## src/rtl/id_ex_operand_stage.sv

```systemverilog
// ---------------------------------------------------------------------------
// id_ex_operand_stage
//
// ID/EX pipeline register that feeds the ALU directly. It picks the ALU
// operands (rs1 data or PC, rs2 data or immediate) and resolves
// read-after-write hazards against the instructions in EX and MEM. When a
// hazard cannot be resolved it inserts a bubble. It also handles a
// downstream stall and a branch flush.
//
// Build option:
//   ID_EX_FORWARD_EN  defined   : operands are forwarded from EX (ALU result)
//                                 and from MEM (write-back value). Only a
//                                 load-use hazard inserts a bubble.
//                     undefined : no forwarding muxes. Any used source that
//                                 matches a pending EX or MEM destination
//                                 stalls until both stages are clear.
//
// Ports:
//   CLK, rst          clock; synchronous active-high reset
//   stall             downstream stall, holds all registered state
//   flush             squash the instruction being captured
//   in_*              decoded instruction from ID
//   ex_fwd_data       ALU result of the instruction currently held here
//   mem_fwd_*         MEM-stage destination and write-back value
//   hazard_stall      combinational; upstream holds PC and IF/ID
//   ex_*              registered ALU-side outputs
// ---------------------------------------------------------------------------
module id_ex_operand_stage #(
    parameter int unsigned WORD_SIZE = 32,
    parameter int unsigned REG_IDX_W = 5
) (
    input  logic                 CLK,
    input  logic                 rst,
    input  logic                 stall,
    input  logic                 flush,
    input  logic                 in_valid,
    input  logic [2:0]           in_alu_op,
    input  logic [REG_IDX_W-1:0] in_rs1_idx,
    input  logic [REG_IDX_W-1:0] in_rs2_idx,
    input  logic [REG_IDX_W-1:0] in_rd_idx,
    input  logic [WORD_SIZE-1:0] in_rs1_data,
    input  logic [WORD_SIZE-1:0] in_rs2_data,
    input  logic [WORD_SIZE-1:0] in_imm,
    input  logic [WORD_SIZE-1:0] in_pc,
    input  logic                 in_src1_sel,
    input  logic                 in_src2_sel,
    input  logic                 in_reg_write,
    input  logic                 in_is_load,
    input  logic [WORD_SIZE-1:0] ex_fwd_data,
    input  logic                 mem_fwd_valid,
    input  logic [REG_IDX_W-1:0] mem_fwd_rd,
    input  logic [WORD_SIZE-1:0] mem_fwd_data,
    output logic                 hazard_stall,
    output logic                 ex_valid,
    output logic [2:0]           ex_alu_op,
    output logic [WORD_SIZE-1:0] ex_r1,
    output logic [WORD_SIZE-1:0] ex_r2,
    output logic [REG_IDX_W-1:0] ex_rd_idx,
    output logic                 ex_reg_write,
    output logic                 ex_is_load
);

    // A source is "used" only when it reads a register other than x0.
    logic rs1_used, rs2_used;
    logic ex_wr;
    logic ex_match1, ex_match2;
    logic mem_match1, mem_match2;
    logic load_use;
    logic dep_hazard;
    logic hazard_raw;
    logic [WORD_SIZE-1:0] src1, src2;
    logic [WORD_SIZE-1:0] op1, op2;

    assign rs1_used   = ~in_src1_sel & (in_rs1_idx != '0);
    assign rs2_used   = ~in_src2_sel & (in_rs2_idx != '0);
    assign ex_wr      = ex_valid & ex_reg_write;
    assign ex_match1  = (ex_rd_idx == in_rs1_idx);
    assign ex_match2  = (ex_rd_idx == in_rs2_idx);
    assign mem_match1 = mem_fwd_valid & (mem_fwd_rd == in_rs1_idx);
    assign mem_match2 = mem_fwd_valid & (mem_fwd_rd == in_rs2_idx);

    // A load result is not available until MEM, so its consumer must wait a cycle.
    assign load_use = in_valid & ex_valid & ex_is_load & (ex_rd_idx != '0) &
                      ((rs1_used & ex_match1) | (rs2_used & ex_match2));

`ifdef ID_EX_FORWARD_EN
    logic ex_hit1, ex_hit2;

    assign ex_hit1 = rs1_used & ex_wr & ~ex_is_load & ex_match1;
    assign ex_hit2 = rs2_used & ex_wr & ~ex_is_load & ex_match2;

    // EX is younger than MEM, so it wins when both stages hit.
    always_comb begin
        src1 = in_rs1_data;
        src2 = in_rs2_data;
        if (ex_hit1)
            src1 = ex_fwd_data;
        else if (rs1_used & mem_match1)
            src1 = mem_fwd_data;
        if (ex_hit2)
            src2 = ex_fwd_data;
        else if (rs2_used & mem_match2)
            src2 = mem_fwd_data;
    end

    assign dep_hazard = 1'b0;
`else
    logic unused_fwd;

    assign unused_fwd = ^{ex_fwd_data, mem_fwd_data};

    assign src1 = in_rs1_data;
    assign src2 = in_rs2_data;

    // Without forwarding, wait until no older in-flight instruction writes a used source.
    assign dep_hazard = in_valid &
                        ((rs1_used & ((ex_wr & ex_match1) | mem_match1)) |
                         (rs2_used & ((ex_wr & ex_match2) | mem_match2)));
`endif

    // x0 always reads as zero, whatever the register file returns.
    always_comb begin
        op1 = '0;
        op2 = '0;
        if (in_src1_sel)
            op1 = in_pc;
        else if (in_rs1_idx != '0)
            op1 = src1;
        if (in_src2_sel)
            op2 = in_imm;
        else if (in_rs2_idx != '0)
            op2 = src2;
    end

    assign hazard_raw   = load_use | dep_hazard;
    assign hazard_stall = hazard_raw & ~rst & ~flush;

    always_ff @(posedge CLK) begin
        if (rst || flush || (!stall && (hazard_raw || !in_valid))) begin
            ex_valid     <= 1'b0;
            ex_alu_op    <= '0;
            ex_r1        <= '0;
            ex_r2        <= '0;
            ex_rd_idx    <= '0;
            ex_reg_write <= 1'b0;
            ex_is_load   <= 1'b0;
        end else if (!stall) begin
            ex_valid     <= 1'b1;
            ex_alu_op    <= in_alu_op;
            ex_r1        <= op1;
            ex_r2        <= op2;
            ex_rd_idx    <= in_rd_idx;
            ex_reg_write <= in_reg_write;
            ex_is_load   <= in_is_load;
        end
    end

endmodule

```

## config.mk

```make
export PLATFORM = sky130hd
export DESIGN_NAME = id_ex_operand_stage
export DESIGN_NICKNAME = d
export VERILOG_FILES = /design/src/rtl/id_ex_operand_stage.sv
export SDC_FILE = /design/constraint.sdc
export NUM_CORES = 1
export LEC_CHECK = 0
export ABC_CLOCK_PERIOD_IN_PS = 1500
export CELL_PAD_IN_SITES_DETAIL_PLACEMENT = 1
export CELL_PAD_IN_SITES_GLOBAL_PLACEMENT = 1
export CORE_MARGIN = 5
export CORE_UTILIZATION = 21
export CTS_CLUSTER_SIZE = 10
export DETAILED_ROUTE_END_ITERATION = 7
export MAX_ROUTING_LAYER = met4
export PLACE_DENSITY = 0.84
export SETUP_SLACK_MARGIN = 0.4
export SLEW_MARGIN = 20
export SYNTH_ARGS = -nofsm -noshare
export SYNTH_HDL_FRONTEND = slang
export SYNTH_SLANG_ARGS = --single-unit
```

## constraint.sdc

```tcl
create_clock -name CLK -period 1.5 [get_ports CLK]
set_input_delay 0.15 -clock CLK [delete_from_list [all_inputs] [get_ports CLK]]
set_output_delay 0.15 -clock CLK [all_outputs]
set_load 0.01 [all_outputs]
```

# ---- Word-level counts from Yosys, hierarchy flattened
# Index checks and enable logic that the tools add are counted.
dict set report totals {
  romBits 0
  latch_bits 0
  mem_bits_rw 0
  out_inout_bits 76
  inputBits 225
  reg_bits 75
  memories 0
}
dict set report op_classes {
  n_eq_ne 4
  n_addsub 0
  magnitude_cmp 0
  mux 4
  shifts 0
  div 0
  mul 0
  n_reduce_logical 9
  bitwise_logic 27
}
# operator n
set op_table {}
lappend op_table {{two-way mux 32 bit} 4}
lappend op_table {{equality test 5 bit} 4}
lappend op_table {{bitwise AND 1 bit} 18}
lappend op_table {{nonzero test 5 bit} 3}
lappend op_table {{OR 1 bit} 5}
lappend op_table {{inverter 1 bit} 4}
lappend op_table {{logical OR 1 bit} 3}
lappend op_table {{zero test 1 bit} 2}
lappend op_table {{logical AND 1 bit} 1}

# ---- Logic depth before layout (Yosys ltp)
# Gate-level depths: netlist (run 1).
dict set report depth {
  ltp_word 10
  mapped_depth 7
}

# ---- Worst setup path after synthesis (run 1)
# No wires, ideal clock.
dict set report synth_path {
  path_type {reg2out}
  startpoint {register ex_rd_idx[2]}
  endpoint {output port hazard_stall}
  n_path_buf 1
  required_time_ps 1350
  stages_incl_launch_ff 7
  arrival_ps 1450
  slack_ps -100
  path_cell_list {dfxtp_1 xor2_1 nor3_2 nand2_1 o21ai_2 buf_6 o21a_1}
}
dict set report synth_via {
  elab_chain_len 9
  word_cells_on_any_way 19
  classes_between {eq/ne: 2; bitwise: 16; reduce/logical: 1}
}
# item line_no
set synth_lines {}
lappend synth_lines {{from (decl)} 58} ;# output logic [REG_IDX_W-1:0] ex_rd_idx,
lappend synth_lines {{from (signal assigned)} 152} ;# ex_rd_idx <= in_rd_idx;
lappend synth_lines {{equality test 5 bit, on equally long branches} {77, 78}}
lappend synth_lines {{bitwise AND 1 bit, on equally long branches} {117, 118}}
lappend synth_lines {{OR 1 bit, on equally long branches} {117, 118}}
lappend synth_lines {{bitwise AND 1 bit, on equally long branches} {117, 118}}
lappend synth_lines {{OR 1 bit} 117} ;# ((rs1_used & ((ex_wr & ex_match1) | mem_match1)) |
lappend synth_lines {{bitwise AND 1 bit} 116} ;# assign dep_hazard = in_valid &
lappend synth_lines {{OR 1 bit (*)} 135} ;# assign hazard_raw = load_use | dep_hazard;
lappend synth_lines {{bitwise AND 1 bit (*) (2 in a row)} 136} ;# assign hazard_stall = hazard_raw & ~rst & ~flush;
lappend synth_lines {{to (decl)} 53} ;# output logic hazard_stall,
# Every way passes the cells marked *; elsewhere a longest branch is shown, timed or not.

# ---- Worst setup path after layout (run 1)
dict set report layout_path {
  startpoint {input port in_rs2_idx[1]}
  endpoint {output port hazard_stall}
}
dict set report layout_via {
  elab_chain_len 9
  word_cells_on_any_way 16
  classes_between {eq/ne: 2; bitwise: 13; reduce/logical: 1}
}
# item line_no
set layout_lines {}
lappend layout_lines {{from (decl)} 39} ;# input logic [REG_IDX_W-1:0] in_rs2_idx,
lappend layout_lines {{equality test 5 bit, on equally long branches} {78, 80}}
lappend layout_lines {{bitwise AND 1 bit, on equally long branches} {118, 80}}
lappend layout_lines {{OR 1 bit} 118} ;# (rs2_used & ((ex_wr & ex_match2) | mem_match2)));
lappend layout_lines {{bitwise AND 1 bit} 118}
lappend layout_lines {{OR 1 bit} 117}
lappend layout_lines {{bitwise AND 1 bit} 116}
lappend layout_lines {{OR 1 bit (*)} 135}
lappend layout_lines {{bitwise AND 1 bit (*) (2 in a row)} 136}
# Marked as above.

==> impl_metrics.ini, run 1 <==
[run_status]
result_of_the_run = complete, but fails checks
failed_checks = setup timing

[place]
port_buffers = 236
dp_hpwl_mm = 13.3
place_area_um2 = 6920
place.gp.congestion = 0.850

[layout]
final_layout_size_suffix_gt1_share_pct = 31.2
n_fill_cell = 2172
area_occupied_by_multi_input_gates_um2 = 2410
footprint_of_the_flip_flops_and_latches_um2 = 1530
finished_cell_area_um2 = 7480
area_growth_pct = 85.5
finalNetCount = 951
num_antenna_cells = 0

[logic_synthesis]
netlist_area_um2 = 4030
yosys-top-cells-count = nand2_1 (88), dfxtp_1 (75), nand3_1 (65), a22o_1 (64), o21ai_2 (51)
sequential_share_of_the_synthesized_area_pct = 37.2
mean_post_synth_cell_area_um2 = 8.75
ys_ff_latch = 75
number_of_synthesized_flops_with_an_enable_pin = 0
yosys_most_used_dff = dfxtp_1
synth_async_sr_flop_share_pct = 0
synth_top_cell_by_area = dfxtp_1
synthCells = 461
postSynthNetCount = 686
synth.lib_cells_used.distinct = 34
synth_most_common_cell = nand2_1
synth_largest_type_area_fraction_pct = 37.2
yosys-top-cells-area = dfxtp_1 (37%), a22o_1 (14%), o21ai_2 (11%), nand2_1 (8.2%), nand3_1 (8.1%)
yosysWarningCount = 0

[min_path]
worst_hold_path_type = in -> reg

[clock_network]
cts.sinks = 75
clock_path_buffers = 2
tritoncts = yes
cts_made_buffers = 9
clockRootBuffer = clkbuf_16
htreeDepth = 3
clock_insertion_delay_worst_skew_ns = 0.34
ctsHoldBuffers = 0
worst_setup_hold_path_clk_slew_ns = 0.07

[timing]
number_of_failing_setup_endpoints_in_the_final_timing_report = 76
tightestPinTransition_ns = 0.388
setup_repair_after_global_routing_missed_its_margin = true
fin_crit_sh_pct = 124
clock_skew_ns = 0.0104
setup_ws_ns = -0.355
fmax_mhz = 539
worst_slew_margin_rel_pct = 74.2
final_period_minus_worst_setup_slack_ns = 1.85
timing_hold_violations_final = 0
report.final.slew_viol_count = 0

[critical_path]
data_required_time_at_the_worst_endpoint_ns = 1.35
reg_to_reg_endpoint = ex_r2[10]
reg2reg_from = ex_rd_idx[0]
worstSetupStartpointType = input pin
worstSetupEndpoint = hazard_stall
arrival_worst_endpoint_ns = 1.70
worstSetupPathType = in -> out
reg2reg_setup_slack_ns = -0.34
worst_setup_path_startpoint = in_rs2_idx[1]
timing.critical_path.to_type = output pin
r2r.worst_path.cells = 9
worst-path-max-fanout = 2

[global_routing]
grt_first_pass_wirelength_mm = 27.0
grt_max_degree = 41
overall_global_routing_usage_pct = 15.9
grt-ovfl-total = 0
antenna_violations_before_repair = 0
first_global_vias = 4889

[floorplanning]
floorplan.io_pins = 301
dieArea_um2 = 22100
design.core.area_um2 = 18800
floorplan.rows = 50
die_w_um = 149
floorplan.die.height_um = 149
start_util_pct = 21.4

[routing]
drt-wirelength-per-cell_um = 18.6
routed_wirelength_mm = 18.4
first_pass_iters = 4
drt.antenna.violating_nets = 0
detail_route.vias_per_cell = 4.65
drc = 0
dr_total_vias = 4613
initialDrtViolationCount = 88

[power]
leak_nw = 3.16
vdd_ir_drop_max_v = 0.000531
power_per_cell_area_nw_per_um2 = 798
total_power_mw = 5.97

[flow_run]
max_cap_viol_count = 0
## cell usage in the layout (no fill, tap or decap), types with 3 or more instances in the layout
cell type and n:
a22o_1 64, bufinv_16 4, dlygate4sd2_1 8, nand3_1 64
clkbuf_16 12, clkdlybuf4s15_2 5, buf_4 32, clkdlybuf4s15_1 12
buf_12 9, clkdlybuf4s50_1 152, o21ai_1 14, buf_2 16
nor2_1 5, clkbuf_2 38, dfxtp_1 65, o21ai_2 52
buf_6 18, nand2_1 88, o31ai_4 9, buf_8 3
dfxtp_4 6, dfxtp_2 4, xor2_1 18
## how the worst min path moves through the flow
stage	start	to	slack, ns	cells past startpoint
3_5_place_dp	ex_r1[24]	ex_r1[24]	0.44	2
4_1_cts	in_rd_idx[3]	ex_rd_idx[3]	0.36	3
6_report	in_alu_op[2]	ex_alu_op[2]	0.42	3
5_1_grt	in_alu_op[2]	ex_alu_op[2]	0.41	3
2_1_floorplan	in_is_load	ex_is_load	0.29	2
3_3_place_gp	ex_r1[24]	ex_r1[24]	0.44	2
## sequential cells by signal, indices dropped and copies added, names as in the netlist
name,flops
ex_rd_idx,5
ex_is_load,1
ex_r2,32
ex_r1,32
ex_alu_op,3
ex_valid,1
ex_reg_write,1
## worst max-delay path, stage by stage
cell	delay (ns)
clkdlybuf4s50_1	0.45
buf_4	0.17
xor2_1	0.16
nor3_2	0.20
nand4_1	0.18
o21ai_2	0.13
o21a_1	0.14
buf_2	0.13
## power by group
group / internal, mW / switching (mW)
logic: 0.695 / 0.459
registers: 2.03 / 0.0261
clock network: 1.89 / 0.874
## final cells by class
cell class                 instances  share of cell area (%)
clock buffer                      12                    3.43
clock inverter                     4                    1.61
inverter                           1                  0.0502
multi-input combinational        341                    32.2
sequential                        75                    20.4
tap                              260                    4.35
timing repair buffer             298                    37.9
## repair_timing
action	in CTS	in global routing
setup buffers	6	6
cloned	2	5
resized for setup	225	73
endpoints found under the setup margin	151	134
pin swaps	12	13
## routing by layer
| metal | up-vias | track usage (%) | part of all wire, % |
|---|---|---|---|
| met3 | 34 | 4.27 | 6.6 |
| met1 | 2210 | 17.6 | 40 |
| met5 | - | - | 0 |
| met4 | 0 | 5.03 | 2.3 |
| li1 | 2201 | - | - |
| met2 | 168 | 27.7 | 52 |
## stage by stage
| step | instances | setup slack (ns) | utilization, % | TNS [ns] | hold slack [ns] |
|---|---|---|---|---|---|
| after floorplan | 461 | -0.0156 | - | -0.0156 | 0.289 |
| after global placement | 956 | -0.726 | 36.8 | -42.72 | 0.435 |
| after detailed placement | 956 | -0.957 | 36.8 | -56.41 | 0.441 |
| after CTS | 980 | -0.366 | 39.8 | -20.75 | 0.363 |
| after global routing | 991 | -0.463 | 39.7 | -29.06 | 0.415 |
| final | 991 | -0.355 | 39.7 | -22.61 | 0.421 |
## cell families (layout without fill, tap and decap cells)
group | after synthesis | in the layout | synth area share, %
compound gates | 146 | 146 | 31.2
xor+xnor | 20 | 20 | 4.34
buf+inv | 45 | 315 | 6.17
flops | 75 | 75 | 37.2
simple gates | 175 | 175 | 21.0
No activity file was read; power rests on OpenSTA's default activity.
==> run 2, diff against run 1 <==
--- a/config.mk
+++ b/config.mk
@@ -6,6 +6,7 @@
 export NUM_CORES = 1
 export LEC_CHECK = 0
 export ABC_CLOCK_PERIOD_IN_PS = 1500
+export CAP_MARGIN = 20
 export CELL_PAD_IN_SITES_DETAIL_PLACEMENT = 1
 export CELL_PAD_IN_SITES_GLOBAL_PLACEMENT = 1
 export CORE_MARGIN = 5
==> results of run 2 <==
The final DEF is identical to that of run 1; final timing and power are the same.
